===== src/rtl/miso_pack_fifo.sv =====
// miso_pack_fifo: multi-input single-output FIFO with sub-word packing.
// Each write compacts up to DATA_LENGTH sparse-valid lanes into a
// circular buffer. Each pop drains one entry and packs its low slice
// into a DATA_WIDTH output word. Precision modes are full, half or
// quarter width.
//
// Ports:
//   i_clk       clock, all state updates on the rising edge
//   i_rst       synchronous active-high reset
//   i_clear     synchronous soft clear, same effect as reset
//   i_write_en  write request; admitted only if every valid lane fits
//   i_valid     per-lane valid, DATA_LENGTH bits
//   i_data      lane data, packed [DATA_LENGTH-1:0][DATA_WIDTH-1:0]
//   i_pop_en    pop request, ignored while empty
//   i_flush     emit a partially packed word, zero-padded
//   i_p_mode    00 full, 01 half, 10 quarter, 11 full;
//               latched at the start of each group
//   o_data      packed output word (registered)
//   o_pop_valid one-cycle pulse when o_data is new
//   o_empty     count == 0
//   o_full      count == DEPTH
//   o_wr_drop   one-cycle pulse when the last write was rejected
//   o_level     registered count; present only when the macro
//               MISO_PACK_FIFO_LEVEL_EN is defined

module miso_pack_fifo #(
    parameter  int DEPTH       = 32,
    parameter  int DATA_WIDTH  = 8,
    parameter  int DATA_LENGTH = 9,
    localparam int ADDR_WIDTH  = $clog2(DEPTH)
) (
    input  logic                                    i_clk,
    input  logic                                    i_rst,
    input  logic                                    i_clear,
    input  logic                                    i_write_en,
    input  logic [DATA_LENGTH-1:0]                  i_valid,
    input  logic [DATA_LENGTH-1:0][DATA_WIDTH-1:0]  i_data,
    input  logic                                    i_pop_en,
    input  logic                                    i_flush,
    input  logic [1:0]                              i_p_mode,
    output logic [DATA_WIDTH-1:0]                   o_data,
    output logic                                    o_pop_valid,
    output logic                                    o_empty,
    output logic                                    o_full,
`ifdef MISO_PACK_FIFO_LEVEL_EN
    output logic                                    o_wr_drop,
    output logic [ADDR_WIDTH:0]                     o_level
`else
    output logic                                    o_wr_drop
`endif
);

    localparam int HW = DATA_WIDTH / 2;
    localparam int QW = DATA_WIDTH / 4;
    localparam logic [ADDR_WIDTH:0] LP_DEPTH = (ADDR_WIDTH + 1)'(DEPTH);

    // Storage and state
    logic [DATA_WIDTH-1:0] r_mem [DEPTH];
    logic [ADDR_WIDTH-1:0] r_wptr;
    logic [ADDR_WIDTH-1:0] r_rptr;
    logic [ADDR_WIDTH:0]   r_count;
    logic [1:0]            r_ctr;
    logic [1:0]            r_mode;
    logic [DATA_WIDTH-1:0] r_acc;

    // Write side
    logic [ADDR_WIDTH:0]   w_n;
    logic [ADDR_WIDTH-1:0] w_off [DATA_LENGTH];
    logic [ADDR_WIDTH:0]   w_free;
    logic                  w_wr_ok;
    logic                  w_wr_rej;

    // Pop / pack side
    logic                  w_pop;
    logic [1:0]            w_mode;
    logic [DATA_WIDTH-1:0] w_rd;
    logic [DATA_WIDTH-1:0] w_slice;
    logic [DATA_WIDTH-1:0] w_placed;
    logic [DATA_WIDTH-1:0] w_acc_nxt;
    logic                  w_last;
    logic                  w_flush;
    logic                  w_emit;
    logic                  w_clr;
    logic [ADDR_WIDTH:0]   w_count_nxt;

    assign w_clr = i_rst || i_clear;

    // Valid-lane popcount. The running prefix gives each valid lane
    // its slot offset, which packs the lanes in ascending order.
    always_comb begin : lane_scan
        w_n = '0;
        for (int i = 0; i < DATA_LENGTH; i++) begin
            w_off[i] = w_n[ADDR_WIDTH-1:0];
            w_n      = w_n + {{ADDR_WIDTH{1'b0}}, i_valid[i]};
        end
    end

    // Admission uses the registered count only. A same-cycle pop does
    // not make room for the write.
    assign w_free   = LP_DEPTH - r_count;
    assign w_wr_ok  = i_write_en && (w_n <= w_free);
    assign w_wr_rej = i_write_en && !w_wr_ok;

    assign w_pop = i_pop_en && (r_count != '0);
    assign w_rd  = r_mem[r_rptr];

    // While a group is open the latched mode rules. At a group
    // boundary the live input mode applies.
    assign w_mode = (r_ctr == 2'd0) ? i_p_mode : r_mode;

    always_comb begin : pack_slice
        w_slice  = '0;
        w_placed = '0;
        w_last   = 1'b0;
        case (w_mode)
            2'b01: begin
                w_slice[HW-1:0] = w_rd[HW-1:0];
                w_placed = r_ctr[0] ? (w_slice << HW) : w_slice;
                w_last   = (r_ctr == 2'd1);
            end
            2'b10: begin
                w_slice[QW-1:0] = w_rd[QW-1:0];
                case (r_ctr)
                    2'd0:    w_placed = w_slice;
                    2'd1:    w_placed = w_slice << QW;
                    2'd2:    w_placed = w_slice << (2 * QW);
                    default: w_placed = w_slice << (3 * QW);
                endcase
                w_last = (r_ctr == 2'd3);
            end
            default: begin
                w_slice  = w_rd;
                w_placed = w_rd;
                w_last   = 1'b1;
            end
        endcase
    end

    assign w_acc_nxt = w_pop ? (r_acc | w_placed) : r_acc;

    // A flush emits only when something is actually pending. That is
    // an open group, or a pop that starts or extends one. A pop that
    // completes its word emits on its own.
    assign w_flush = i_flush
                  && ((r_ctr != 2'd0) || w_pop)
                  && !(w_pop && w_last);
    assign w_emit  = (w_pop && w_last) || w_flush;

    assign w_count_nxt = r_count
                       + (w_wr_ok ? w_n : '0)
                       - {{ADDR_WIDTH{1'b0}}, w_pop};

    // Entry storage has no reset. Clearing the pointers is enough.
    always_ff @(posedge i_clk) begin
        if (!w_clr && w_wr_ok) begin
            for (int i = 0; i < DATA_LENGTH; i++) begin
                if (i_valid[i]) begin
                    r_mem[r_wptr + w_off[i]] <= i_data[i];
                end
            end
        end
    end

    always_ff @(posedge i_clk) begin
        if (w_clr) begin
            r_wptr      <= '0;
            r_rptr      <= '0;
            r_count     <= '0;
            r_ctr       <= 2'd0;
            r_mode      <= 2'b00;
            r_acc       <= '0;
            o_data      <= '0;
            o_pop_valid <= 1'b0;
            o_wr_drop   <= 1'b0;
        end else begin
            r_count     <= w_count_nxt;
            r_mode      <= w_mode;
            o_pop_valid <= w_emit;
            o_wr_drop   <= w_wr_rej;
            if (w_wr_ok) begin
                r_wptr <= r_wptr + w_n[ADDR_WIDTH-1:0];
            end
            if (w_pop) begin
                r_rptr <= r_rptr + 1'b1;
            end
            if (w_emit) begin
                o_data <= w_acc_nxt;
                r_ctr  <= 2'd0;
                r_acc  <= '0;
            end else begin
                r_acc <= w_acc_nxt;
                if (w_pop) begin
                    r_ctr <= r_ctr + 2'd1;
                end
            end
        end
    end

    assign o_empty = (r_count == '0);
    assign o_full  = (r_count == LP_DEPTH);

`ifdef MISO_PACK_FIFO_LEVEL_EN
    assign o_level = r_count;
`endif

endmodule


===== config.mk =====
export PLATFORM = sky130hd
export DESIGN_NAME = miso_pack_fifo
export DESIGN_NICKNAME = d
export VERILOG_FILES = /design/src/rtl/miso_pack_fifo.sv
export SDC_FILE = /design/constraint.sdc
export NUM_CORES = 2
export LEC_CHECK = 0
export BUFFER_PORTS_ARGS = -buffer_cell sky130_fd_sc_hd__buf_2
export CORE_ASPECT_RATIO = 1.4
export CORE_MARGIN = 2
export CORE_UTILIZATION = 40
export DETAILED_ROUTE_END_ITERATION = 8
export GPL_TIMING_DRIVEN = 0
export SYNTH_ARGS = -nofsm -noshare
export SYNTH_HDL_FRONTEND = slang
export SYNTH_SLANG_ARGS = --single-unit

===== constraint.sdc =====
create_clock -name i_clk -period 14.52 [get_ports i_clk]
set_input_delay 2.904 -clock i_clk [delete_from_list [all_inputs] [get_ports i_clk]]
set_output_delay 2.904 -clock i_clk [all_outputs]
set_load 0.01 [all_outputs]

==> results.json, run 1 <==
{
  "status": "aborted with a tool error",
  "stop_stage": "5_1_grt",
  "error": "[ERROR GRT-0116] Global routing finished with congestion. Check the congestion regions in the DRC Viewer.",
  "finalWeightedCongestion": 1.328,
  "grt_use_total_pct": 81.74,
  "numClockSinks": 299,
  "die_h_um": 373.5,
  "ys.flop_type": "edfxtp_1",
  "synthXorXnorAreaFrac_pct": 1.655,
  "ys_seq_elements": 299,
  "synth_edf_count": 256,
  "cts_buffers": 29,
  "yosys-top-cells-area": "edfxtp_1, o21ai_0, nand2_1",
  "clockRootBuffer": "clkbuf_16",
  "portBuffers": 67,
  "rows": 135,
  "htree_levels": 1,
  "grt_max_degree": 16,
  "synth_cells": 5253,
  "synth-async-reset-ratio_pct": 0,
  "synth_nets": 5423,
  "synth_top_area_cell": "edfxtp_1",
  "postCtsHoldBufs": 0,
  "die_w_um": 268.0,
  "grt_pass1_wl_mm": 587.0,
  "post_cts_resized": 0,
  "grt_overflow": 1506,
  "synth_top_family_by_area": "compound AO/OA/AOI/OAI gates",
  "synth-compound-area-share_pct": 32.81,
  "ys_seq_area_share_pct": 21.91,
  "start_util_pct": 40.31,
  "yosysUniqueCellTypes": 101,
  "synth_mux_area_share_pct": 10.01,
  "syn-cell-area_sq_mm": 0.03902,
  "synth_adder_area_share_pct": 2.809,
  "yosysWarnings": 0,
  "yosysTopAreaCellShare_pct": 19.70,
  "synth.avg_cell_area_sq_um": 7.428,
  "post_cts.repair.setup_buffers": 0,
  "grt_pass1_vias": 59363,
  "synthSimpleGateAreaFrac_pct": 24.39,
  "hpwl_mm": 291.0,
  "ios": 101,
  "clockBufferDepth": 3
}
## Yosys cell counts, types with 67 or more instances
| library cell | instances |
|---|---|
| ha_1 | 70 |
| nand4_1 | 98 |
| mux2i_1 | 165 |
| nand3_1 | 288 |
| o21ai_0 | 407 |
| clkbuf_1 | 407 |
| nand2_1 | 506 |
| a31oi_1 | 136 |
| a21oi_1 | 371 |
| edfxtp_1 | 256 |
| o211ai_1 | 169 |
| buf_2 | 67 |
| a211oi_1 | 148 |
| nor3_1 | 222 |
| and3_1 | 67 |
| nor2_1 | 505 |
| nor4_1 | 70 |
| mux4_2 | 80 |
| inv_1 | 103 |
## metrics by stage
step / hold slack, ns / setup slack [ns] / utilization [%] / instance area (sq um) / std cells
2_1_floorplan: 0.4241 / 4.879 / - / 39020 / 5253
3_3_place_gp: 0.4379 / -0.01736 / 42.34 / 40980 / 6621
3_5_place_dp: 0.4618 / 0.7597 / 42.65 / 41280 / 6639
4_1_cts: 0.4853 / 1.351 / 43.65 / 42250 / 6693
## cell families after synthesis
logic type / count (synthesis)
fa+ha+maj: 81
buf+inv: 640
xor+xnor: 58
flops: 299
compound gates: 1920
simple gates: 1971
mux: 284
## per-layer routing
metal | GRT overflow | track usage (%)
met2 | 896 | 94.29
met5 | 4 | 23.69
met1 | 12 | 84.80
met3 | 44 | 67.57
met4 | 550 | 81.95
==> run 2, diff against run 1 <==
- CORE_ASPECT_RATIO: 1.4 -> not set
- CORE_UTILIZATION: 40 -> 25
- PLACE_DENSITY_LB_ADDON: not set -> 0.15
==> run 2 against run 1 <==
Net effect:
- the flow now finishes, with violations (capacitance limit, slew limit)
- synthesized area did not move
- synthesized cell count did not move
==> results.json, run 2 <==
{
  "status": "complete, but fails checks",
  "failed_checks": "capacitance limit, slew limit",
  "hpwl_mm": 346.3,
  "total_leakage_power_nw": 14.47,
  "fmax_mhz": 69.12,
  "numClockSinks": 299,
  "postRouteAntennaNets": 0,
  "drc_errors": 0,
  "rows": 144,
  "worstMarginPinSlew_ns": 1.741,
  "largest_register_ffs": 256,
  "post_cts_resized": 0,
  "crit_fanout": 10,
  "yosysUniqueCellTypes": 101,
  "ys.flop_type": "edfxtp_1",
  "final_common_cell": "nand2_1",
  "timing.rr.start": "r_wptr[1]$_SDFFE_PP0N_",
  "clockBufferDepth": 3,
  "yosysMostFrequentCell": "nand2_1",
  "post-route-min-period_ns": 14.47,
  "drive_gt1_share_pct": 9.449,
  "grt_pass1_wl_mm": 527.1,
  "grt_max_degree": 15,
  "syn-cell-area_sq_mm": 0.03902,
  "reg2reg_slack_ns": 5.30,
  "synth-async-reset-ratio_pct": 0,
  "finish.utilization_pct": 28.34,
  "finalWorstSetupSlack_ns": 0.05167,
  "drt_iter0_markers": 10652,
  "whs_path_depth": 2,
  "cts_buffers": 34,
  "startpoint_type": "primary input",
  "hold_class": "flop to flop",
  "die_w_um": 399.1,
  "htree_levels": 2,
  "die_h_um": 399.1,
  "finalMaxSlewViolations": 273,
  "finalWeightedCongestion": 1.161,
  "worst_skew_pair.late_latency_ns": 0.59,
  "layout.cells.most_common_list": "nand2_1, nor2_1, o21ai_0",
  "synth_edf_count": 256,
  "critical_path_arrival_ns": 14.71,
  "routed_wl_mm": 422.8,
  "clockRootBuffer": "clkbuf_16",
  "fin_crit_sh_pct": 99.64,
  "ys_top_cells_by_count": "nand2_1, nor2_1, clkbuf_1, o21ai_0, a21oi_1",
  "ys_seq_elements": 299,
  "portBuffers": 67,
  "synth_nets": 5423,
  "grt_use_total_pct": 51.18,
  "max-cap-violations": 40,
  "grt_overflow": 0,
  "antenna_found_initial": 38,
  "clkTransAtPathRegs_ns": 0.06,
  "drt_first_pass_iters": 7,
  "synth_top_area_cell": "edfxtp_1",
  "fin_nets": 5574,
  "grt_pass1_vias": 46899,
  "rsz0062_at_grt": "no",
  "skew_ns": 0.03799,
  "area_growth_pct": 12.28,
  "min_from": "r_acc[1]$_SDFF_PP0_",
  "yosysWarnings": 0,
  "cts_tree": "yes",
  "post_cts.repair.setup_buffers": 0,
  "worst_ep_required_time_ns": 14.76,
  "wl_per_cell_um": 56.45,
  "yosysTopAreaCellShare_pct": 19.70,
  "design.core.area_sq_mm": 0.1546,
  "powerDensity_mw_per_mm2": 130.2,
  "start_util_pct": 25.24,
  "postCtsHoldBufs": 0,
  "r2r_cells": 13,
  "finalSetupTns_ns": 0,
  "min_to": "r_acc[1]$_SDFF_PP0_",
  "pre_cts_slack_ns": 0.4139,
  "ys_seq_area_share_pct": 21.91,
  "r2r-end": "r_mem[29][2]$_DFFE_PP_",
  "ios": 101,
  "route.vias.total": 53886,
  "synth_cells": 5253,
  "peakVddDrop_v": 0.0002413,
  "synth.avg_cell_area_sq_um": 7.428,
  "finalHoldViolations": 0,
  "viasPerCell": 7.194,
  "critPathKind": "primary input to flop",
  "slew_headroom_pct": -16.08,
  "yosys-top-cells-area": "edfxtp_1, o21ai_0, nand2_1",
  "die_area_sq_mm": 0.1592,
  "p_total_w": 0.005706,
  "critPathCaptureType": "flop",
  "setup_viol": 0
}
-- run 2: cell counts after synthesis --
Identical to the previous run, type by type.
-- run 2: routing by layer --
layer	wire length (um)	GRT usage, %	up-vias
met5	277	0.7264	-
met2	163400	69.93	5031
met4	42410	40.53	26
met1	162900	63.47	26679
li1	-	-	20720
met3	53860	19.85	1430
-- run 2: worst max path at each step --
| stage | slack, ns | depth (start not counted) | endpoint | start |
|---|---|---|---|---|
| after global routing | 0.03 | 25 | r_mem[1][6]$_DFFE_PP_ | i_valid[0] |
| after detailed placement | 0.41 | 25 | r_mem[1][3]$_DFFE_PP_ | i_valid[0] |
| after global placement | -1.06 | 25 | r_mem[21][1]$_DFFE_PP_ | i_valid[0] |
| after floorplan | 4.88 | 31 | r_count[5]$_SDFF_PP0_ | i_valid[0] |
| final | 0.05 | 25 | r_mem[1][6]$_DFFE_PP_ | i_valid[0] |
| after CTS | 0.98 | 25 | r_mem[1][6]$_DFFE_PP_ | i_valid[0] |
-- run 2: cell families after synthesis --
group / Yosys count / synth area share [%]
AND/OR/NAND/NOR: 1971 / 24.39
AO/OA/AOI/OAI: 1920 / 32.81
buffers and inverters: 640 / 6.426
flip-flops: 299 / 21.91
multiplexers: 284 / 10.01
adder cells (fa/ha/maj): 81 / 2.809
XOR/XNOR: 58 / 1.655
-- run 2: area by class of cell --
type / instances / area [sq um]
Antenna cell: 17 / 42.54
Inverter: 114 / 427.9
Multi-Input combinational cell: 4314 / 28260
Tap cell: 2044 / 2557
Clock inverter: 19 / 147.6
Fill cell: 17183 / 110800
Clock buffer: 42 / 902.1
Timing Repair Buffer: 115 / 824.5
Buffer: 526 / 2101
Sequential cell: 299 / 8548
-- run 2: metrics by stage --
| stage | hold slack, ns | instance area (sq um) | instances |
|---|---|---|---|
| 3_5_place_dp | 0.4434 | 42670 | 7410 |
| 5_1_grt | 0.4965 | 43770 | 7476 |
| 6_report | 0.4531 | 43810 | 7490 |
| 4_1_cts | 0.4572 | 43720 | 7471 |
| 2_1_floorplan | 0.4241 | 39020 | 5253 |
| 3_3_place_gp | 0.4421 | 41910 | 7364 |
-- run 2: power by group --
| group | total [W] | switching, W | leakage, nW | internal, W |
|---|---|---|---|---|
| Clock | 0.000855 | 0.000390 | 0.513 | 0.000465 |
| Sequential | 0.00108 | 0.0000491 | 2.66 | 0.00103 |
| Combinational | 0.00377 | 0.00306 | 11.3 | 0.000714 |
-- run 2: critical path, stage by stage --
cell,delay [ns]
buf_2,0.29
fa_1,0.49
ha_1,0.24
fa_1,0.77
ha_1,0.38
ha_1,0.39
ha_1,0.41
ha_1,0.32
xor2_1,0.33
nand3_1,0.26
nor2_1,0.17
a22oi_1,0.08
o32ai_1,0.39
ha_1,0.38
and4_1,0.29
o21ai_1,0.47
a22o_1,0.91
clkbuf_1,0.56
clkbuf_1,0.74
clkbuf_1,0.73
nand3_1,0.41
o311ai_0,0.93
a31oi_1,0.46
a2111oi_0,1.03
a21oi_1,0.29
Note: power is estimated with default switching activity, not from simulation.
